**src/rtl/fft_mdc_bf_stage_pkg.sv**
```systemverilog
// fft_mdc_bf_stage_pkg: shared widths, depths and helpers for the MDC FFT stages
// Output width: FFT_MDC_SCALE_EN defined -> OW=width (rounded halving), else OW=width+1.
package fft_mdc_bf_stage_pkg;
`ifdef FFT_MDC_SCALE_EN
  localparam int GROWTH = 0;
`else
  localparam int GROWTH = 1;
`endif
  localparam int DEF_WIDTH = 12;
  localparam int DEF_DEPTH = 4;
  function automatic int clog2(input int v);
    int r;
    for (r = 0; (1 << r) < v; r++) ;
    return r;
  endfunction
  function automatic int ow(input int w);
    return w + GROWTH;
  endfunction
endpackage

```
**src/rtl/fft_mdc_bf_stage_if.sv**
```systemverilog
// fft_mdc_bf_stage_if: sample-pair input and output streams of one butterfly stage
// master drives in_valid/a_in/b_in and observes out_valid/x_out/y_out; slave is the stage.
interface fft_mdc_bf_stage_if #(parameter int width = 12);
  import fft_mdc_bf_stage_pkg::*;
  localparam int OW = ow(width);
  logic                 in_valid;
  logic signed [width-1:0] a_in;
  logic signed [width-1:0] b_in;
  logic                 out_valid;
  logic signed [OW-1:0] x_out;
  logic signed [OW-1:0] y_out;
  modport master (output in_valid, a_in, b_in, input out_valid, x_out, y_out);
  modport slave (input in_valid, a_in, b_in, output out_valid, x_out, y_out);
endinterface

```
**src/rtl/fft_mdc_bf_stage_delay_line.sv**
```systemverilog
// fft_delay_line: enable-gated shift register, q is d delayed by depth enabled cycles
// Ports: clk, rst_n (async active-low), en (shift), d (in), q (oldest entry).
module fft_delay_line #(
  parameter int width = 13,
  parameter int depth = 4
) (
  input  logic             clk,
  input  logic             rst_n,
  input  logic             en,
  input  logic [width-1:0] d,
  output logic [width-1:0] q
);
  logic [depth*width-1:0] sr_q;
  always_ff @(posedge clk or negedge rst_n)
    if (!rst_n) sr_q <= '0;
    else if (en) sr_q <= {sr_q[(depth-1)*width-1:0], d};
  assign q = sr_q[depth*width-1 -: width];
endmodule

```
**src/rtl/fft_mdc_bf_stage.sv**
```systemverilog
// fft_mdc_bf_stage: radix-2 MDC butterfly with D-deep delay/switch output commutator
// Ports: clk, rst_n (async active-low), bus (slave: in_valid/a_in/b_in -> out_valid/x_out/y_out).
// FFT_MDC_SCALE_EN selects rounded halving of the butterfly outputs (OW=width) instead of growth.
module fft_mdc_bf_stage
  import fft_mdc_bf_stage_pkg::*;
#(
  parameter int width = 12,
  parameter int D     = 4
) (
  input  logic                clk,
  input  logic                rst_n,
  fft_mdc_bf_stage_if.slave   bus
);
  localparam int OW = ow(width);
  localparam int CW = clog2(2 * D);
  // two guard bits: one for the add/sub growth, one so the rounding +1 cannot wrap
  logic signed [width+1:0] a_x, b_x, sum_w, dif_w;
  logic [OW-1:0] s_w, df_w, s_q, d_q, lo_w, up_w, p_w, q_w, x_q, y_q;
  logic [CW-1:0] cnt_q, cnt_d;
  logic v1_q, primed_q, primed_d, ov_q, sel;
  assign a_x = {{2{bus.a_in[width-1]}}, bus.a_in};
  assign b_x = {{2{bus.b_in[width-1]}}, bus.b_in};
  assign sum_w = a_x + b_x;
  assign dif_w = a_x - b_x;
`ifdef FFT_MDC_SCALE_EN
  localparam logic signed [width+1:0] ONE = 1;
  logic signed [width+1:0] sum_r, dif_r;
  assign sum_r = sum_w + ONE;
  assign dif_r = dif_w + ONE;
  // (v+1)>>>1 truncated to OW bits is simply bits [OW:1]
  assign s_w  = sum_r[OW:1];
  assign df_w = dif_r[OW:1];
`else
  assign s_w  = sum_w[OW-1:0];
  assign df_w = dif_w[OW-1:0];
`endif
  assign sel = cnt_q[CW-1];
  always_comb begin
    cnt_d    = cnt_q + CW'(1);
    primed_d = primed_q | (cnt_q == CW'(D - 1));
    p_w      = sel ? lo_w : s_q;
    q_w      = sel ? s_q : lo_w;
  end
  fft_delay_line #(.width(OW), .depth(D)) u_lo (
    .clk(clk), .rst_n(rst_n), .en(v1_q), .d(d_q), .q(lo_w)
  );
  fft_delay_line #(.width(OW), .depth(D)) u_up (
    .clk(clk), .rst_n(rst_n), .en(v1_q), .d(p_w), .q(up_w)
  );
  always_ff @(posedge clk or negedge rst_n)
    if (!rst_n) begin
      s_q      <= '0;
      d_q      <= '0;
      v1_q     <= 1'b0;
      cnt_q    <= '0;
      primed_q <= 1'b0;
      x_q      <= '0;
      y_q      <= '0;
      ov_q     <= 1'b0;
    end else begin
      v1_q <= bus.in_valid;
      ov_q <= v1_q & primed_q;
      if (bus.in_valid) begin
        s_q <= s_w;
        d_q <= df_w;
      end
      if (v1_q) begin
        cnt_q    <= cnt_d;
        primed_q <= primed_d;
        x_q      <= up_w;
        y_q      <= q_w;
      end
    end
  assign bus.out_valid = ov_q;
  assign bus.x_out     = x_q;
  assign bus.y_out     = y_q;
endmodule

```
**src/flat_wrapper.sv**
```systemverilog
// flat-port wrapper written by rule: the top's interface ports become plain ports
module fft_mdc_bf_stage_flat import fft_mdc_bf_stage_pkg::*;
#(
  parameter int width = 12,
  parameter int D     = 4
)
  (clk, rst_n, bus_in_valid, bus_a_in, bus_b_in, bus_out_valid, bus_x_out, bus_y_out);
  fft_mdc_bf_stage_if #(.width(width)) bus_i ();
  input  logic clk;
  input  logic rst_n;
  input wire logic [$bits(bus_i.in_valid)-1:0] bus_in_valid;
  input wire logic [$bits(bus_i.a_in)-1:0] bus_a_in;
  input wire logic [$bits(bus_i.b_in)-1:0] bus_b_in;
  output wire logic [$bits(bus_i.out_valid)-1:0] bus_out_valid;
  output wire logic [$bits(bus_i.x_out)-1:0] bus_x_out;
  output wire logic [$bits(bus_i.y_out)-1:0] bus_y_out;
  assign bus_i.in_valid = bus_in_valid;
  assign bus_i.a_in = bus_a_in;
  assign bus_i.b_in = bus_b_in;
  assign bus_out_valid = bus_i.out_valid;
  assign bus_x_out = bus_i.x_out;
  assign bus_y_out = bus_i.y_out;
  fft_mdc_bf_stage #(.width(width), .D(D)) u_core (.clk(clk), .rst_n(rst_n), .bus(bus_i));
endmodule
```
**config.mk**
```make
export PLATFORM = sky130hd
export DESIGN_NAME = fft_mdc_bf_stage_flat
export DESIGN_NICKNAME = d
export VERILOG_FILES = /design/src/rtl/fft_mdc_bf_stage_pkg.sv /design/src/rtl/fft_mdc_bf_stage_if.sv /design/src/rtl/fft_mdc_bf_stage_delay_line.sv /design/src/rtl/fft_mdc_bf_stage.sv /design/src/flat_wrapper.sv
export SDC_FILE = /design/constraint.sdc
export NUM_CORES = 1
export LEC_CHECK = 0
export BUFFER_PORTS_ARGS = -buffer_cell sky130_fd_sc_hd__buf_4
export CAP_MARGIN = 25
export CORE_MARGIN = 4
export CORE_UTILIZATION = 61
export DETAILED_ROUTE_END_ITERATION = 6
export PLACE_DENSITY = 0.8
export SLEW_MARGIN = 10
export SYNTH_ARGS = -nofsm -noshare
export SYNTH_HDL_FRONTEND = slang
export SYNTH_HIERARCHICAL = 1
export SYNTH_SLANG_ARGS = --single-unit
```
**constraint.sdc**
```tcl
create_clock -name clk -period 2.3 [get_ports clk]
set_clock_uncertainty 0.05 [all_clocks]
set_input_delay 0.46 -clock clk [delete_from_list [all_inputs] [get_ports clk]]
set_output_delay 0.46 -clock clk [all_outputs]
set_load 0.02 [all_outputs]
```
Word-level counts from Yosys, hierarchy flattened --
Index checks and enable logic that the tools add are counted.
Operators by class: add/subtract/negate cells 3, bitwise logic cells 2, equal/unequal tests 1, multiplexer cells 2
Operator list (count):
- 2-to-1 mux 13 bit | 2
- adder 12 x 12 -> 13 bit | 1
- subtractor 12 x 12 -> 13 bit | 1
- adder 3 x 1 -> 3 bit (second input constant) | 1
- equality test 3 x 2 -> 1 bit (second input constant) | 1
- bitwise AND 1 bit | 1
- OR 1 bit | 1
Word-level totals: bits of input ports 27, bits in registers 162, output and inout port bits 27, word-level logic and storage cells 18

Depth between registers and ports, before layout --
word-level depth 2, depth in mapped cells 8, depth with buffers taken out 8

Hierarchy --
The synthesis kept the hierarchy.
By module, submodules not included:
- fft_delay_line | times used 2, seq. area each 1301.2 um^2, area each 2283.4 um^2, cells an instance 123
- fft_mdc_bf_stage | times used 1, seq. area each 1426.4 um^2, area each 3601.0 um^2, cells an instance 360

Worst setup path after synthesis --
Ideal clock, no wire load.
path type input-to-reg, start point in bus_a_in[0], end point reg u_core.d_q[10], slack 0.199 ns, setup time 0.121 ns, required time 2.129 ns, buffers on the path 0, cell stages on the path 8, data arrival time 1.930 ns, cells stage by stage inv_1 > ha_1 > fa_1 > nor2b_4 > o31ai_1 > a2111oi_1 > o311a_1 > nand2_1
Between the ends: longest elaborated chain between the ends 1
RTL lines:
- start, declared | line flat_wrapper.sv:12 | input wire logic [$bits(bus_i.a_in)-1:0] bus_a_in;
- subtractor 12 x 12 -> 13 bit | line fft_mdc_bf_stage.sv:24 | assign dif_w = a_x - b_x;
- end signal, assigned | line fft_mdc_bf_stage.sv:65 | d_q <= df_w;
- end, declared | line fft_mdc_bf_stage.sv:18 | logic [OW-1:0] s_w, df_w, s_q, d_q, lo_w, up_w, p_w, q_w, x_q, y_q;
No other way between the ends. A chain may end at the register's enable or synchronous reset.

Worst setup path in the final report --
Same ends and word-level chain as after synthesis.

==> results.toml <==
[run_status]
status = "completed"

[power_and_ir_drop]
p_int_mw = 7.53
peakVddDrop_mv = 0.527
p_per_area_mw_per_mm2 = 1170
clkPwrFrac_pct = 26.0
power_leakage_nw = 4.36
seq_power_share_pct = 44.3
switching_power_mw = 3.07
p_total_mw = 10.6
switching_share_pct = 29.0
p_comb_share_pct = 29.7

[route]
wl_met1_um = 6980
wl_met2_um = 7070
finalWirelength_um = 14800
ant_nets = 0
firstDrtPassIters = 6
drc = 0
vias = 4555
via_per_inst = 5.52
drt_iter0_drc = 271
routed.top_layer = "met4"
dr_wl_met3_um = 511
avgRoutedWirePerCell_um = 18.0

[clock_network]
cts_setup_buffers = 0
postCtsResizedCells = 0
cts_buffers = 17
clockBufferDepth = 2
cts_num_sinks = 161
root_buffer = "clkbuf_16"
clkTransAtPathRegs_ns = 0.06
htreeDepth = 4
holdBufCountCts = 1
clk_latency_ns = 0.41
cts_tree = "done"

[layout]
fin_nets = 692
drive_above_1_share_pct = 38.4
final_cell_mix = "dfrtp_1, mux2_4, buf_4"
instances_no_fill = 825
synthToLayoutAreaGrowth_pct = 11.1
num-fill-cells = 905
design_area_mm2 = 0.00907
final_common_cell = "dfrtp_1"
diodes = 0

[place]
gp_congestion = 0.883
portBuffers = 53
place_area_mm2 = 0.00847
hpwl_um = 10100
dp_cells = 793

[yosys]
synthCells = 606
synth_nets = 661
synth_warnings = 6
synth_top_area_cell = "dfrtp_1"
synth_area_leaders = "dfrtp_1, mux2_4, mux2_2, ha_1, buf_4"
seq_area_frac_synth_pct = 49.3
yosysUniqueCellTypes = 58
synth_edf_count = 0
yosys_register_bits = 161
yosysTopAreaCellShare_pct = 49.3
syn_area_mm2 = 0.00817
syn_avg_cell_area_um2 = 13.5
ys.flop_type = "dfrtp_1"
async_flop_share_pct = 100

[global_routing]
track_usage_pct = 20.6
grt_max_degree = 49
grt_overflow = 0
antenna_found_initial = 0
grt_pass1_vias = 4747
grt_pass1_wl_um = 24500

[setup_path]
critPathRequiredTime_ns = 2.55
critPathMaxFanout = 3
arrival_ns = 2.20
endpoint_kind = "register"
cp-start-kind = "primary input"
critPathKind = "primary input to register"

[sta]
finalSetupViolCount = 0
hold_viol_final = 0
relSlewSlack_pct = 55.8
post-route-period-util_pct = 84.9
slew_violations = 0
rsz0062_at_grt = "false"
layout_min_cycle_time_ns = 1.95
max_freq_mhz = 512
tightest_slew_ns = 0.662

[floorplan]
io_pins = 54
dieWidth_um = 124
rows = 42
dieArea_mm2 = 0.0153
die_h_um = 124
start_util_pct = 61.9
fp.coreArea_mm2 = 0.0132

[hold_path]
min_path_type = "primary input to register"

[run]
maxCapViolCount = 0
==> sequential cells by signal, indices dropped and copies added (netlist names) <==
| register | flops |
|---|---|
| u_core/bus.out_valid | 1 |
| u_core/bus.x_out | 13 |
| u_core/bus.y_out | 13 |
| u_core/cnt_q | 3 |
| u_core/d_q | 12 |
| u_core/primed_q | 1 |
| u_core/s_q | 13 |
| u_core/u_lo/sr_q | 52 |
| u_core/u_up/sr_q | 52 |
| u_core/v1_q | 1 |
==> final timing paths <==
kind	start	endpoint	slack (ns)	cells after the start
setup / recovery	bus_a_in[0]	u_core/d_q[10]$_DFFE_PN0P_	0.35	9
hold reg to reg	u_core/primed_q$_DFFE_PN0P_	u_core/primed_q$_DFFE_PN0P_	0.39	1
max in group asynchronous	rst_n	u_core/d_q[3]$_DFFE_PN0P_	1.00	3
min in group asynchronous	rst_n	u_core/bus.out_valid$_DFF_PN0_	0.46	2
hold / removal	bus_in_valid	u_core/v1_q$_DFF_PN0_	0.31	1
setup reg to reg	u_core/v1_q$_DFF_PN0_	u_core/bus.x_out[2]$_DFFE_PN0P_	0.59	2
==> critical path, cell delays in order <==
cell	delay [ns]
buf_4	0.09
inv_1	0.03
ha_1	0.21
fa_1	0.44
nor2b_4	0.16
o31ai_1	0.07
a2111oi_1	0.49
o311a_1	0.21
nand2_1	0.05
==> synthesized netlist by cell type (all sizes together), types with 4 or more instances <==
cell,number
a21o,7
a21oi,35
a31oi,4
buf,53
clkbuf,6
dfrtp,161
ha,26
inv,25
mux2,138
mux2i,15
nand2,15
nand2b,6
nand3,4
nand4,5
nor2,35
nor2b,4
nor3,5
o21a,4
o21ai,10
o31ai,6
xnor2,9
==> logic make-up (layout without fill, tap and decap cells) <==
group                      after synthesis  after routing  synth area share (%)
AOI/OAI and AO/OA                       85             85                  7.09
xor gates and xnor gates                11             11                  1.18
and+or+nand+nor                         84             84                  4.87
adders and majority gates               28             28                  4.47
muxes                                  153            153                  25.5
buffers and inverters                   84            127                  7.60
DFF                                    161            161                  49.3
==> final cells by class <==
class / count / area [µm²] / area share (%)
clock buffer: 22 / 484 / 5.34
clock inverter: 9 / 106 / 1.17
inverter: 25 / 96.3 / 1.06
multi-input combinational: 361 / 3520 / 38.8
sequential: 161 / 4030 / 44.4
tap: 176 / 220 / 2.43
timing repair buffer: 71 / 614 / 6.77
==> power groups by stage <==
stage / clock, mW / combinational (mW) / sequential (mW)
3_5_place_dp: 0 / 3.11 / 4.71
2_1_floorplan: 0 / 2.42 / 4.67
5_1_grt: 2.93 / 3.38 / 4.82
3_3_place_gp: 0 / 3.02 / 4.61
4_1_cts: 2.81 / 3.17 / 4.70
6_report: 2.76 / 3.15 / 4.70
==> per-layer routing <==
metal	vias up	GRT usage, %
li1	2157	-
met1	2267	28.6
met2	107	32.9
met3	24	3.68
met4	0	6.85
met5	-	0
==> per-stage QoR <==
stage / hold WS [ns] / util (%) / TNS, ns / worst slack, ns
2_1_floorplan: 0.114 / - / 0 / 0.199
3_3_place_gp: 0.328 / 64.2 / 0 / 0.0207
3_5_place_dp: 0.324 / 64.2 / -0.0533 / -0.0382
4_1_cts: 0.290 / 68.8 / 0 / 0.396
5_1_grt: 0.308 / 68.8 / 0 / 0.241
6_report: 0.310 / 68.8 / 0 / 0.347
Note: power is estimated with default switching activity, not from simulation.
